`src/rtl/mips_bus_pkg.sv`:
```
`default_nettype none
// ============================================================================
// Module      : mips_bus_pkg
// Description : Shared types and constants for the mips_cpu_bus memory port:
//               arbiter state encoding, requester identifiers and the
//               all-lanes byte-enable constant.
// Revision    : 1.0 - initial release
// ============================================================================
package mips_bus_pkg;

  // Arbiter sequencing states; explicit width keeps the encoding fixed.
  typedef enum logic [1:0] {
    IDLE = 2'd0,
    BUS  = 2'd1,
    ACK  = 2'd2
  } arb_state_t;

  // Identifies which internal requester owns the current bus transaction.
  typedef enum logic {
    REQ_I = 1'b0,
    REQ_D = 1'b1
  } req_id_t;

  // Widest byte-enable vector supported; users slice the low BE_W bits.
  localparam int unsigned MAX_BE_W = 16;
  localparam logic [MAX_BE_W-1:0] BE_ALL = '1;

  // Starvation counter width; covers STARVE_LIMIT values 1..15.
  localparam int unsigned STARVE_CNT_W = 4;

endpackage : mips_bus_pkg
`default_nettype wire

```
`src/rtl/mips_avalon_arbiter.sv`:
```
`default_nettype none
// ============================================================================
// Module      : mips_avalon_arbiter
// Description : Shares one Avalon-MM master port between instruction fetch
//               (I) and load/store data (D). One transaction at a time,
//               level req / one-cycle ack handshake, fixed D-over-I priority
//               with a starvation override that forces an I grant after
//               STARVE_LIMIT consecutive D grants while I is waiting.
// Revision    : 1.0 - initial release
// ============================================================================
module mips_avalon_arbiter
  import mips_bus_pkg::*;
#(
  parameter int unsigned ADDR_W       = 32,
  parameter int unsigned DATA_W       = 32,
  parameter int unsigned STARVE_LIMIT = 4
) (
  input  logic                clk,
  input  logic                reset,

  // instruction fetch requester
  input  logic                i_req,
  input  logic [ADDR_W-1:0]   i_addr,
  output logic                i_ack,
  output logic [DATA_W-1:0]   i_rdata,

  // load/store requester
  input  logic                d_req,
  input  logic                d_write,
  input  logic [ADDR_W-1:0]   d_addr,
  input  logic [DATA_W-1:0]   d_wdata,
  input  logic [DATA_W/8-1:0] d_byteen,
  output logic                d_ack,
  output logic [DATA_W-1:0]   d_rdata,

  // Avalon-MM master
  output logic [ADDR_W-1:0]   address,
  output logic                read,
  output logic                write,
  output logic [DATA_W-1:0]   writedata,
  output logic [DATA_W/8-1:0] byteenable,
  input  logic                waitrequest,
  input  logic [DATA_W-1:0]   readdata
);

  localparam int unsigned             BE_W    = DATA_W / 8;
  localparam logic [STARVE_CNT_W-1:0] C_LIMIT = STARVE_CNT_W'(STARVE_LIMIT);

  arb_state_t              r_state;
  req_id_t                 r_owner;
  logic [STARVE_CNT_W-1:0] r_starve_cnt;

  logic w_starved;
  logic w_grant_d;
  logic w_grant_i;

  // Winner select: D wins unless a waiting fetch has hit the starvation limit.
  always_comb begin
    w_starved = i_req && (r_starve_cnt == C_LIMIT);
    w_grant_d = d_req && !w_starved;
    w_grant_i = i_req && !w_grant_d;
  end

  // Transaction sequencer: grant in IDLE, hold command through stalls in BUS,
  // single-cycle ack and a dead ACK cycle before the next grant.
  always_ff @(posedge clk or negedge reset) begin
    if (!reset) begin
      r_state      <= IDLE;
      r_owner      <= REQ_I;
      r_starve_cnt <= '0;
      address      <= '0;
      read         <= 1'b0;
      write        <= 1'b0;
      writedata    <= '0;
      byteenable   <= '0;
      i_ack        <= 1'b0;
      d_ack        <= 1'b0;
      i_rdata      <= '0;
      d_rdata      <= '0;
    end else begin
      // acks are single-cycle pulses unless set below
      i_ack <= 1'b0;
      d_ack <= 1'b0;

      case (r_state)
        IDLE: begin
          if (w_grant_d) begin
            address    <= d_addr;
            writedata  <= d_wdata;
            byteenable <= d_byteen;
            read       <= !d_write;
            write      <= d_write;
            r_owner    <= REQ_D;
            r_state    <= BUS;
            // count D wins only while a fetch is left waiting
            if (i_req) begin
              if (r_starve_cnt != C_LIMIT) begin
                r_starve_cnt <= r_starve_cnt + 1'b1;
              end
            end else begin
              r_starve_cnt <= '0;
            end
          end else if (w_grant_i) begin
            address      <= i_addr;
            byteenable   <= BE_ALL[BE_W-1:0];
            read         <= 1'b1;
            write        <= 1'b0;
            r_owner      <= REQ_I;
            r_state      <= BUS;
            r_starve_cnt <= '0;
          end else begin
            r_starve_cnt <= '0;
          end
        end

        BUS: begin
          if (!waitrequest) begin
            read  <= 1'b0;
            write <= 1'b0;
            if (read) begin
              if (r_owner == REQ_I) begin
                i_rdata <= readdata;
              end else begin
                d_rdata <= readdata;
              end
            end
            if (r_owner == REQ_I) begin
              i_ack <= 1'b1;
            end else begin
              d_ack <= 1'b1;
            end
            r_state <= ACK;
          end
        end

        ACK: begin
          r_state <= IDLE;
        end

        default: begin
          r_state <= IDLE;
        end
      endcase
    end
  end

endmodule : mips_avalon_arbiter
`default_nettype wire

```
`config.mk`:
```
export PLATFORM = sky130hd
export DESIGN_NAME = mips_avalon_arbiter
export DESIGN_NICKNAME = d
export VERILOG_FILES = /design/src/rtl/mips_bus_pkg.sv /design/src/rtl/mips_avalon_arbiter.sv
export SDC_FILE = /design/constraint.sdc
export NUM_CORES = 1
export LEC_CHECK = 0
export CAP_MARGIN = 0
export CORE_UTILIZATION = 46
export CTS_BUF_LIST = sky130_fd_sc_hd__clkbuf_4
export DETAILED_ROUTE_END_ITERATION = 7
export PLACE_DENSITY = 0.88
export SLEW_MARGIN = 20
export SYNTH_ARGS = -nofsm -noshare
export SYNTH_HDL_FRONTEND = slang
export SYNTH_SLANG_ARGS = --single-unit
```
`constraint.sdc`:
```
create_clock -name clk -period 2.7 [get_ports clk]
set_input_delay 0.405 -clock clk [delete_from_list [all_inputs] [get_ports clk]]
set_output_delay 0.405 -clock clk [all_outputs]
set_load 0.02 [all_outputs]
```
==> flow_metrics.tcl, run 1 <==
set metrics [dict create \
    r2r_slack_ns 0.77 \
    layout.nets 859 \
    synth_area_leaders "dfrtp_1 61%, mux2_2 18%, o221ai_1 4.7%" \
    antenna_found_initial 1 \
    ys_seq_elements 143 \
    overflow 0 \
    slowest_delay_ns 0.68 \
    grt_pass1_wl_mm 25.1 \
    ant_nets 0 \
    synth_edf_count 0 \
    yosysSeqAreaShare 0.606 \
    synth_ff_type "dfrtp_1" \
    clkLatencyLatePin_ns 0.51 \
    peakVddDrop_mv 0.633 \
    fmax_ghz 0.495 \
    cts_max_level 4 \
    leakagePower_nw 3.79 \
    dieArea_um2 13300 \
    initial_core_util 0.469 \
    postLayoutCellArea_um2 9090 \
    hold_viol_final 0 \
    cp_max_fo 4 \
    timing.rr.start "r_state[1]" \
    startpoint "read" \
    syn_to_final_growth_pct 54.1 \
    crit_slowest_cell "clkdlybuf4s50_1" \
    layout_commonest_cell "clkdlybuf4s50_1" \
    post_cts_buffers 0 \
    ys_async_sr_fraction 1.00 \
    path_clk_slew_ns 0.12 \
    maxCapViolations 0 \
    path_class "reg -> out" \
    vias 4811 \
    numClockSinks 143 \
    worst-path-buf-inv 1 \
    fin_skew_ns 0.0232 \
    hold_class "in -> async" \
    first_pass_iters 7 \
    most-common-layout-cells "272 x clkdlybuf4s50_1, 143 x dfrtp_1, 93 x mux2_2" \
    netlist_area_um2 5900 \
    viasPerCell 5.33 \
    outcome "finished, final reports clean" \
    synth.avg_cell_area_um2 13.1 \
    die_y_um 115 \
    drive_gt1_frac 0.196 \
    place_area_um2 8790 \
    core_um2 12600 \
    holdWs_ns 0.476 \
    hpwlAfterDp_mm 11.7 \
    r2r_end "i_rdata[18]" \
    worst_pin_slew_ns 0.722 \
    gp_congestion 0.746 \
    crit_family "buffers and inverters" \
    synthDistinctLibCells 31 \
    pin_count 274 \
    cts_buffers 17 \
    port_buffers 273 \
    critPathLaunchType "flip-flop" \
    grt_usage 0.248 \
    cp.arrival_ns 1.62 \
    synth_top_area_share 0.606 \
    path_cells "clkdlybuf4s50_1" \
    clock_path_buffers 2 \
    grt_max_degree 80 \
    setup_viol 0 \
    rsz0062_at_grt "no" \
    fin_crit_sh 0.749 \
    synthCells 450 \
    cts_tree "done" \
    power_density_nw_per_um2 1190 \
    wire_per_inst_um 17.7 \
    syn_nets 590 \
    tns_ns 0 \
    reg2regPathDepth 4 \
    postRouteWirelength_mm 16.0 \
    end_kind "output pin" \
    finalMaxSlewViolations 0 \
    drc 0 \
    num_rows 41 \
    synth_area_leader_cell "dfrtp_1" \
    die_w_um 115 \
    cts_root_buffer "clkbuf_4" \
    first_global_vias 4857 \
    cp.required_ns 2.30 \
    drt_iter0_markers 358 \
    yosysWarnings 0 \
    maxSlewHeadroom 0.519 \
    fin_crit_ns 2.02 \
]
==> repair_timing <==
| item | CTS | global route |
|---|---|---|
| resized for setup | 0 | 0 |
| hold endpoints to repair | 75 | 0 |
| hold buffers | 1 | 0 |
==> synth_stat cells (2+ instances only) <==
cell	count
and2_1	4
buf_2	13
buf_6	3
clkbuf_1	21
dfrtp_1	143
ha_1	2
inv_1	36
mux2_1	3
mux2_2	93
nand2_1	7
nand3_1	35
nand3b_1	2
nand4_1	33
nor2_1	2
o221ai_1	32
o22a_1	4
o22ai_1	2
or2_2	2
==> per-stage QoR <==
step | cells | utilization | worst slack, ns | total power [mW]
after floorplan | 450 | - | 0.874 | 6.71
after global placement | 871 | 0.699 | 0.292 | 9.29
after detailed placement | 871 | 0.699 | 0.325 | 9.53
after CTS | 902 | 0.723 | 0.618 | 10.9
after global routing | 903 | 0.724 | 0.565 | 11.5
final | 903 | 0.724 | 0.678 | 10.9
==> cell families (layout without fill, tap and decap cells) <==
family                     after synthesis  in the layout  share of synthesized area
DFF                                    143            143                      0.606
muxes                                   96             96                      0.183
and+or+nand+nor                         91             91                     0.0893
buffers and inverters                   74            354                     0.0536
AOI/OAI and AO/OA                       44             44                     0.0632
adders and majority gates                2              2                    0.00424
other                                    0              1                          0
==> cell type report <==
| class | instances | area [um2] |
|---|---|---|
| clock inverter | 13 | 164 |
| tap | 172 | 215 |
| fill | 837 | 3470 |
| inverter | 37 | 139 |
| timing repair buffer | 287 | 2850 |
| sequential | 143 | 3580 |
| multi-input combinational | 233 | 2010 |
| clock buffer | 17 | 128 |
| antenna | 1 | 2.50 |
==> worst max-delay path by stage <==
stage | endpoint | slack [ns] | cells past startpoint
after floorplan | i_rdata[1] | 0.87 | 5
after global placement | address[14] | 0.29 | 4
after detailed placement | writedata[31] | 0.33 | 5
after CTS | read | 0.62 | 1
after global routing | read | 0.56 | 1
final | read | 0.68 | 1
==> state kept, by name, summed over array words and instances, names as in the netlist <==
name / flops
r_state: 2
r_starve_cnt: 4
writedata: 32
d_rdata: 32
byteenable: 4
write: 1
read: 1
address: 32
r_owner: 1
d_ack: 1
i_rdata: 32
i_ack: 1
==> report_power, final <==
part           total (mW)  switching (mW)  internal (mW)
registers            3.79           0.602           3.19
clock network        1.41           0.765          0.641
logic                5.65            2.75           2.91
total                10.9            4.11           6.74
==> metal layers <==
| metal | part of all wire | track usage | vias to the layer above | wire (um) |
|---|---|---|---|---|
| li1 | - | - | 2185 | - |
| met3 | 0.079 | 0.0749 | 21 | 1260 |
| met1 | 0.39 | 0.282 | 2366 | 6200 |
| met5 | 0 | 0 | - | 0 |
| met4 | 0.018 | 0.0866 | 0 | 292 |
| met2 | 0.52 | 0.443 | 239 | 8240 |
Note: power is estimated with default switching activity, not from simulation.
==> run 2, diff against run 1 <==
--- a/config.mk
+++ b/config.mk
@@ -6,10 +6,10 @@
 export NUM_CORES = 1
 export LEC_CHECK = 0
 export CAP_MARGIN = 0
-export CORE_UTILIZATION = 46
+export CORE_UTILIZATION = 39
 export CTS_BUF_LIST = sky130_fd_sc_hd__clkbuf_4
 export DETAILED_ROUTE_END_ITERATION = 7
-export PLACE_DENSITY = 0.88
+export PLACE_DENSITY = 0.8
 export SLEW_MARGIN = 20
 export SYNTH_ARGS = -nofsm -noshare
 export SYNTH_HDL_FRONTEND = slang
==> constraint.sdc (replaced) <==
create_clock -name clk -period 1.72 [get_ports clk]
set_input_delay 0.258 -clock clk [delete_from_list [all_inputs] [get_ports clk]]
set_output_delay 0.258 -clock clk [all_outputs]
set_load 0.02 [all_outputs]
==> flow_metrics.tcl, run 2 (synthesis gave the netlist of run 1 again) <==
set metrics [dict create \
    switching_share 0.398 \
    finalMaxSlewViolations 0 \
    ant_nets 0 \
    core_um2 14600 \
    first_pass_iters 6 \
    cpMostUsedCell "buf_12" \
    fin_crit_sh 1.04 \
    leakagePower_nw 4.30 \
    place_area_um2 8960 \
    grt_usage 0.215 \
    p_sw_mw 6.63 \
    intPower_mw 10.0 \
    maxSlewHeadroom 0.742 \
    drive_gt1_frac 0.230 \
    clock_path_buffers 2 \
    overflow 0 \
    outcome "complete, but fails checks" \
    path_class "reg -> reg" \
    layout_commonest_cell "dfrtp_1" \
    place_ws_ns -0.443 \
    cts_root_buffer "clkbuf_4" \
    hold_viol_final 0 \
    die_y_um 125 \
    viasPerCell 5.18 \
    wire_per_inst_um 17.8 \
    cts_buffers 17 \
    initial_core_util 0.403 \
    fmax_ghz 0.557 \
    port_buffers 273 \
    dieArea_um2 15600 \
    crit_slowest_cell "dfrtp_1" \
    placed_cells 892 \
    fin_crit_ns 1.79 \
    comb_power_share 0.520 \
    peakVddDrop_mv 1.03 \
    first_global_vias 5200 \
    pin_count 274 \
    cts_tree "done" \
    fin_cells 939 \
    critPathLaunchType "flip-flop" \
    end_kind "flip-flop" \
    setup_viol 49 \
    layout.nets 882 \
    hpwlAfterDp_mm 11.5 \
    holdWs_ns 0.184 \
    hold_class "in -> async" \
    pwr-share-clk 0.127 \
    cp.required_ns 2.14 \
    fin_skew_ns 0.0155 \
    tns_ns -1.78 \
    utilization 0.644 \
    antenna_found_initial 0 \
    syn_to_final_growth_pct 59.9 \
    drc 38 \
    path_clk_slew_ns 0.13 \
    grt_max_degree 49 \
    seqPwrFrac 0.352 \
    cp_max_fo 16 \
    vias 4862 \
    maxCapViolations 0 \
    violations "design-rule violations, negative setup slack" \
    die_w_um 125 \
    numClockSinks 143 \
    crit_family "simple AND/OR/NAND/NOR gates" \
    clkLatencyLatePin_ns 0.54 \
    worst_pin_slew_ns 0.387 \
    cts_max_level 4 \
    grt_pass1_wl_mm 26.3 \
    num_rows 44 \
    postLayoutCellArea_um2 9430 \
    path_cells "or3b_4 -> nor3b_4 -> buf_12 -> buf_12 -> mux2_2" \
    rsz0062_at_grt "yes" \
    diodes 0 \
    gp_congestion 0.795 \
    power_density_nw_per_um2 1770 \
    slowest_delay_ns 0.41 \
    cp.arrival_ns 2.22 \
    postRouteWirelength_mm 16.7 \
    drt_iter0_markers 307 \
    nFillCells 1137 \
    most-common-layout-cells "143 x dfrtp_1, 136 x clkdlybuf4s50_1, 136 x dlygate4sd2_1" \
    fin_ws_ns -0.0749 \
    worst-path-buf-inv 2 \
    finalPower_mw 16.7 \
]
[run 2: cell types whose count changed in the layout (fill, tap and decap cells not counted), sizes merged]
cell / previous run / this run
diode: 1 / 0
bufinv: 3 / 2
buf: 14 / 35
clkinv: 7 / 4
clkdlybuf4s50: 272 / 136
clkbuf: 17 / 21
inv: 40 / 38
clkinvlp: 0 / 6
dlygate4sd2: 0 / 136
[run 2: power by group through the flow]
stage	Combinational, mW	Sequential [mW]	Clock (mW)
after global placement	8.93	5.91	0
after CTS	8.32	5.87	2.19
after global routing	9.19	6.08	2.32
after floorplan	2.71	7.88	0
final	8.67	5.87	2.12
after detailed placement	9.16	6.00	0
[run 2: worst register-to-register path: stages (launching register included)]
cell	delay (ns)
dfrtp_1	0.41
or3b_4	0.40
nor3b_4	0.22
buf_12	0.14
buf_12	0.15
mux2_2	0.36
[run 2: layout make-up]
class	count	area, um2	area share
Clock inverter	13	140	0.0149
Inverter	37	139	0.0147
Multi-Input combinational cell	233	2160	0.229
Sequential cell	143	3580	0.379
Tap cell	184	230	0.0244
Clock buffer	19	143	0.0151
Timing Repair Buffer	310	3040	0.323
[run 2: per-layer routing]
metal  track usage  wire [um]  share of wire
met1         0.232       6550           0.39
met2         0.390       8510           0.51
met3        0.0770       1370          0.082
met4        0.0689        289          0.017
met5             0          0              0
[run 2: timing repair]
item	4_1_cts	5_1_grt
hold buffers	1	0
endpoints found under the hold margin	143	0
setup buffers	3	6
endpoints found under the setup margin	194	122
cloned	2	3
resized for setup	153	27
[run 2: final timing paths]
| check | start | endpoint | slack, ns | depth (start not counted) |
|---|---|---|---|---|
| max in group asynchronous | reset | address[4] | 0.94 | 3 |
| max | r_state[1] | i_rdata[1] | -0.07 | 5 |
| min reg2reg | d_rdata[15] | d_rdata[15] | 0.51 | 1 |
| min | reset | writedata[9] | 0.18 | 2 |
| max reg2reg | r_state[1] | i_rdata[1] | -0.07 | 5 |
| min in group clk | d_byteen[3] | byteenable[3] | 0.30 | 2 |
==> run 3, diff against run 2 <==
--- a/config.mk
+++ b/config.mk
@@ -6,10 +6,12 @@
 export NUM_CORES = 1
 export LEC_CHECK = 0
 export CAP_MARGIN = 0
+export CORE_MARGIN = 2
 export CORE_UTILIZATION = 39
 export CTS_BUF_LIST = sky130_fd_sc_hd__clkbuf_4
 export DETAILED_ROUTE_END_ITERATION = 7
 export PLACE_DENSITY = 0.8
+export SKIP_CTS_REPAIR_TIMING = 1
 export SLEW_MARGIN = 20
 export SYNTH_ARGS = -nofsm -noshare
 export SYNTH_HDL_FRONTEND = slang
==> flow_metrics.tcl, run 3 (synthesis gave the netlist of run 1 again) <==
set metrics [dict create \
    layout.nets 884 \
    grt_max_degree 62 \
    crit_slowest_cell "or3b_4" \
    fin_skew_ns 0.0194 \
    cts_max_level 4 \
    cp.required_ns 2.12 \
    drc 0 \
    seqPwrFrac 0.330 \
    antenna_found_initial 0 \
    postLayoutCellArea_um2 10000 \
    comb_power_share 0.535 \
    pwr-share-clk 0.135 \
    drive_gt1_frac 0.230 \
    vias 4944 \
    path_cells "or3b_4 -> nor3b_4 -> buf_6 -> clkbuf_16 -> mux2_4" \
    diodes 0 \
    numClockSinks 143 \
    timing.rr.start "r_state[1]" \
    core_um2 14600 \
    postRouteWirelength_mm 17.8 \
    overflow 0 \
    port_buffers 273 \
    end_kind "flip-flop" \
    path_class "reg -> reg" \
    holdWs_ns 0.198 \
    finalMaxSlewViolations 0 \
    crit_family "simple AND/OR/NAND/NOR gates" \
    initial_core_util 0.403 \
    fin_crit_ns 1.80 \
    slowest_delay_ns 0.43 \
    first_pass_iters 5 \
    maxCapViolations 0 \
    grt_pass1_wl_mm 25.9 \
    r2r_slack_ns -0.08 \
    hold_class "in -> async" \
    startpoint "r_state[1]" \
    path_clk_slew_ns 0.12 \
    intPower_mw 11.3 \
    first_global_vias 5177 \
    finalPower_mw 17.9 \
    layout_commonest_cell "dfrtp_1" \
    ant_nets 0 \
    cts_buffers 17 \
    cts_tree "done" \
    clkLatencyLatePin_ns 0.52 \
    power_density_nw_per_um2 1790 \
    switching_share 0.372 \
    hpwlAfterDp_mm 11.9 \
    critPathLaunchType "flip-flop" \
    rsz0062_at_grt "yes" \
    utilization 0.686 \
    die_y_um 127 \
    most-common-layout-cells "143 x dfrtp_1, 136 x clkdlybuf4s50_1, 136 x dlymetal6s2s_1" \
    cts_root_buffer "clkbuf_4" \
    placed_cells 896 \
    violations "negative setup slack" \
    wire_per_inst_um 18.9 \
    fin_ws_ns -0.0815 \
    die_w_um 127 \
    syn_to_final_growth_pct 70.3 \
    worst_pin_slew_ns 0.428 \
    clock_path_buffers 2 \
    p_sw_mw 6.68 \
    fin_cells 939 \
    viasPerCell 5.27 \
    place_area_um2 8990 \
    gp_congestion 0.800 \
    cp_max_fo 8 \
    dieArea_um2 16100 \
    nFillCells 1008 \
    drt_iter0_markers 260 \
    hold_viol_final 0 \
    peakVddDrop_mv 0.841 \
    fmax_ghz 0.555 \
    setup_viol 32 \
    num_rows 44 \
    worst-path-buf-inv 2 \
    cp.arrival_ns 2.21 \
    maxSlewHeadroom 0.715 \
    leakagePower_nw 5.51 \
    outcome "complete, but fails checks" \
    grt_usage 0.203 \
    fin_crit_sh 1.05 \
    pin_count 274 \
]
-- run 3: cell types whose count changed in the layout (fill, tap and decap cells not counted), sizes merged, moves of 2 or more --
cell / before / now
buf: 35 / 33
dlymetal6s2s: 0 / 136
dlygate4sd2: 136 / 0
clkinvlp: 6 / 2
bufinv: 2 / 5
clkbuf: 21 / 23
-- run 3: power by group through the flow --
stage | Combinational, mW | Clock (mW) | Sequential (mW)
floorplan | 2.71 | 0 | 7.88
CTS | 9.19 | 2.49 | 5.96
global placement | 8.96 | 0 | 5.91
global route | 10.1 | 2.64 | 6.11
detailed placement | 9.17 | 0 | 6.02
finish | 9.60 | 2.42 | 5.92
-- run 3: final timing paths --
check | depth (start not counted) | endpoint
min | 2 | writedata[10]
max | 5 | i_rdata[19]
min in group clk | 2 | byteenable[0]
max reg2reg | 5 | i_rdata[19]
min reg2reg | 1 | d_rdata[29]
max in group asynchronous | 3 | r_state[1]
-- run 3: layout make-up --
| cell class | instances | area, um2 | share of cell area |
|---|---|---|---|
| Timing Repair Buffer | 312 | 3600 | 0.358 |
| Sequential cell | 143 | 3580 | 0.356 |
| Tap cell | 184 | 230 | 0.0229 |
| Multi-Input combinational cell | 233 | 2180 | 0.217 |
| Clock inverter | 13 | 194 | 0.0193 |
| Clock buffer | 17 | 128 | 0.0127 |
| Inverter | 37 | 139 | 0.0138 |
-- run 3: through the flow --
stage	TNS, ns	worst slack (ns)
CTS	-16.13	-0.211
global route	-3.51	-0.132
detailed placement	-23.24	-0.429
finish	-1.80	-0.0815
global placement	-19.66	-0.386
floorplan	-1.61	-0.0538
-- run 3: routing by layer --
layer	vias up	wire length, um	track usage
met4	0	395	0.0705
met1	2451	6950	0.236
li1	2225	-	-
met2	235	9090	0.357
met5	-	0	0
met3	33	1350	0.0628
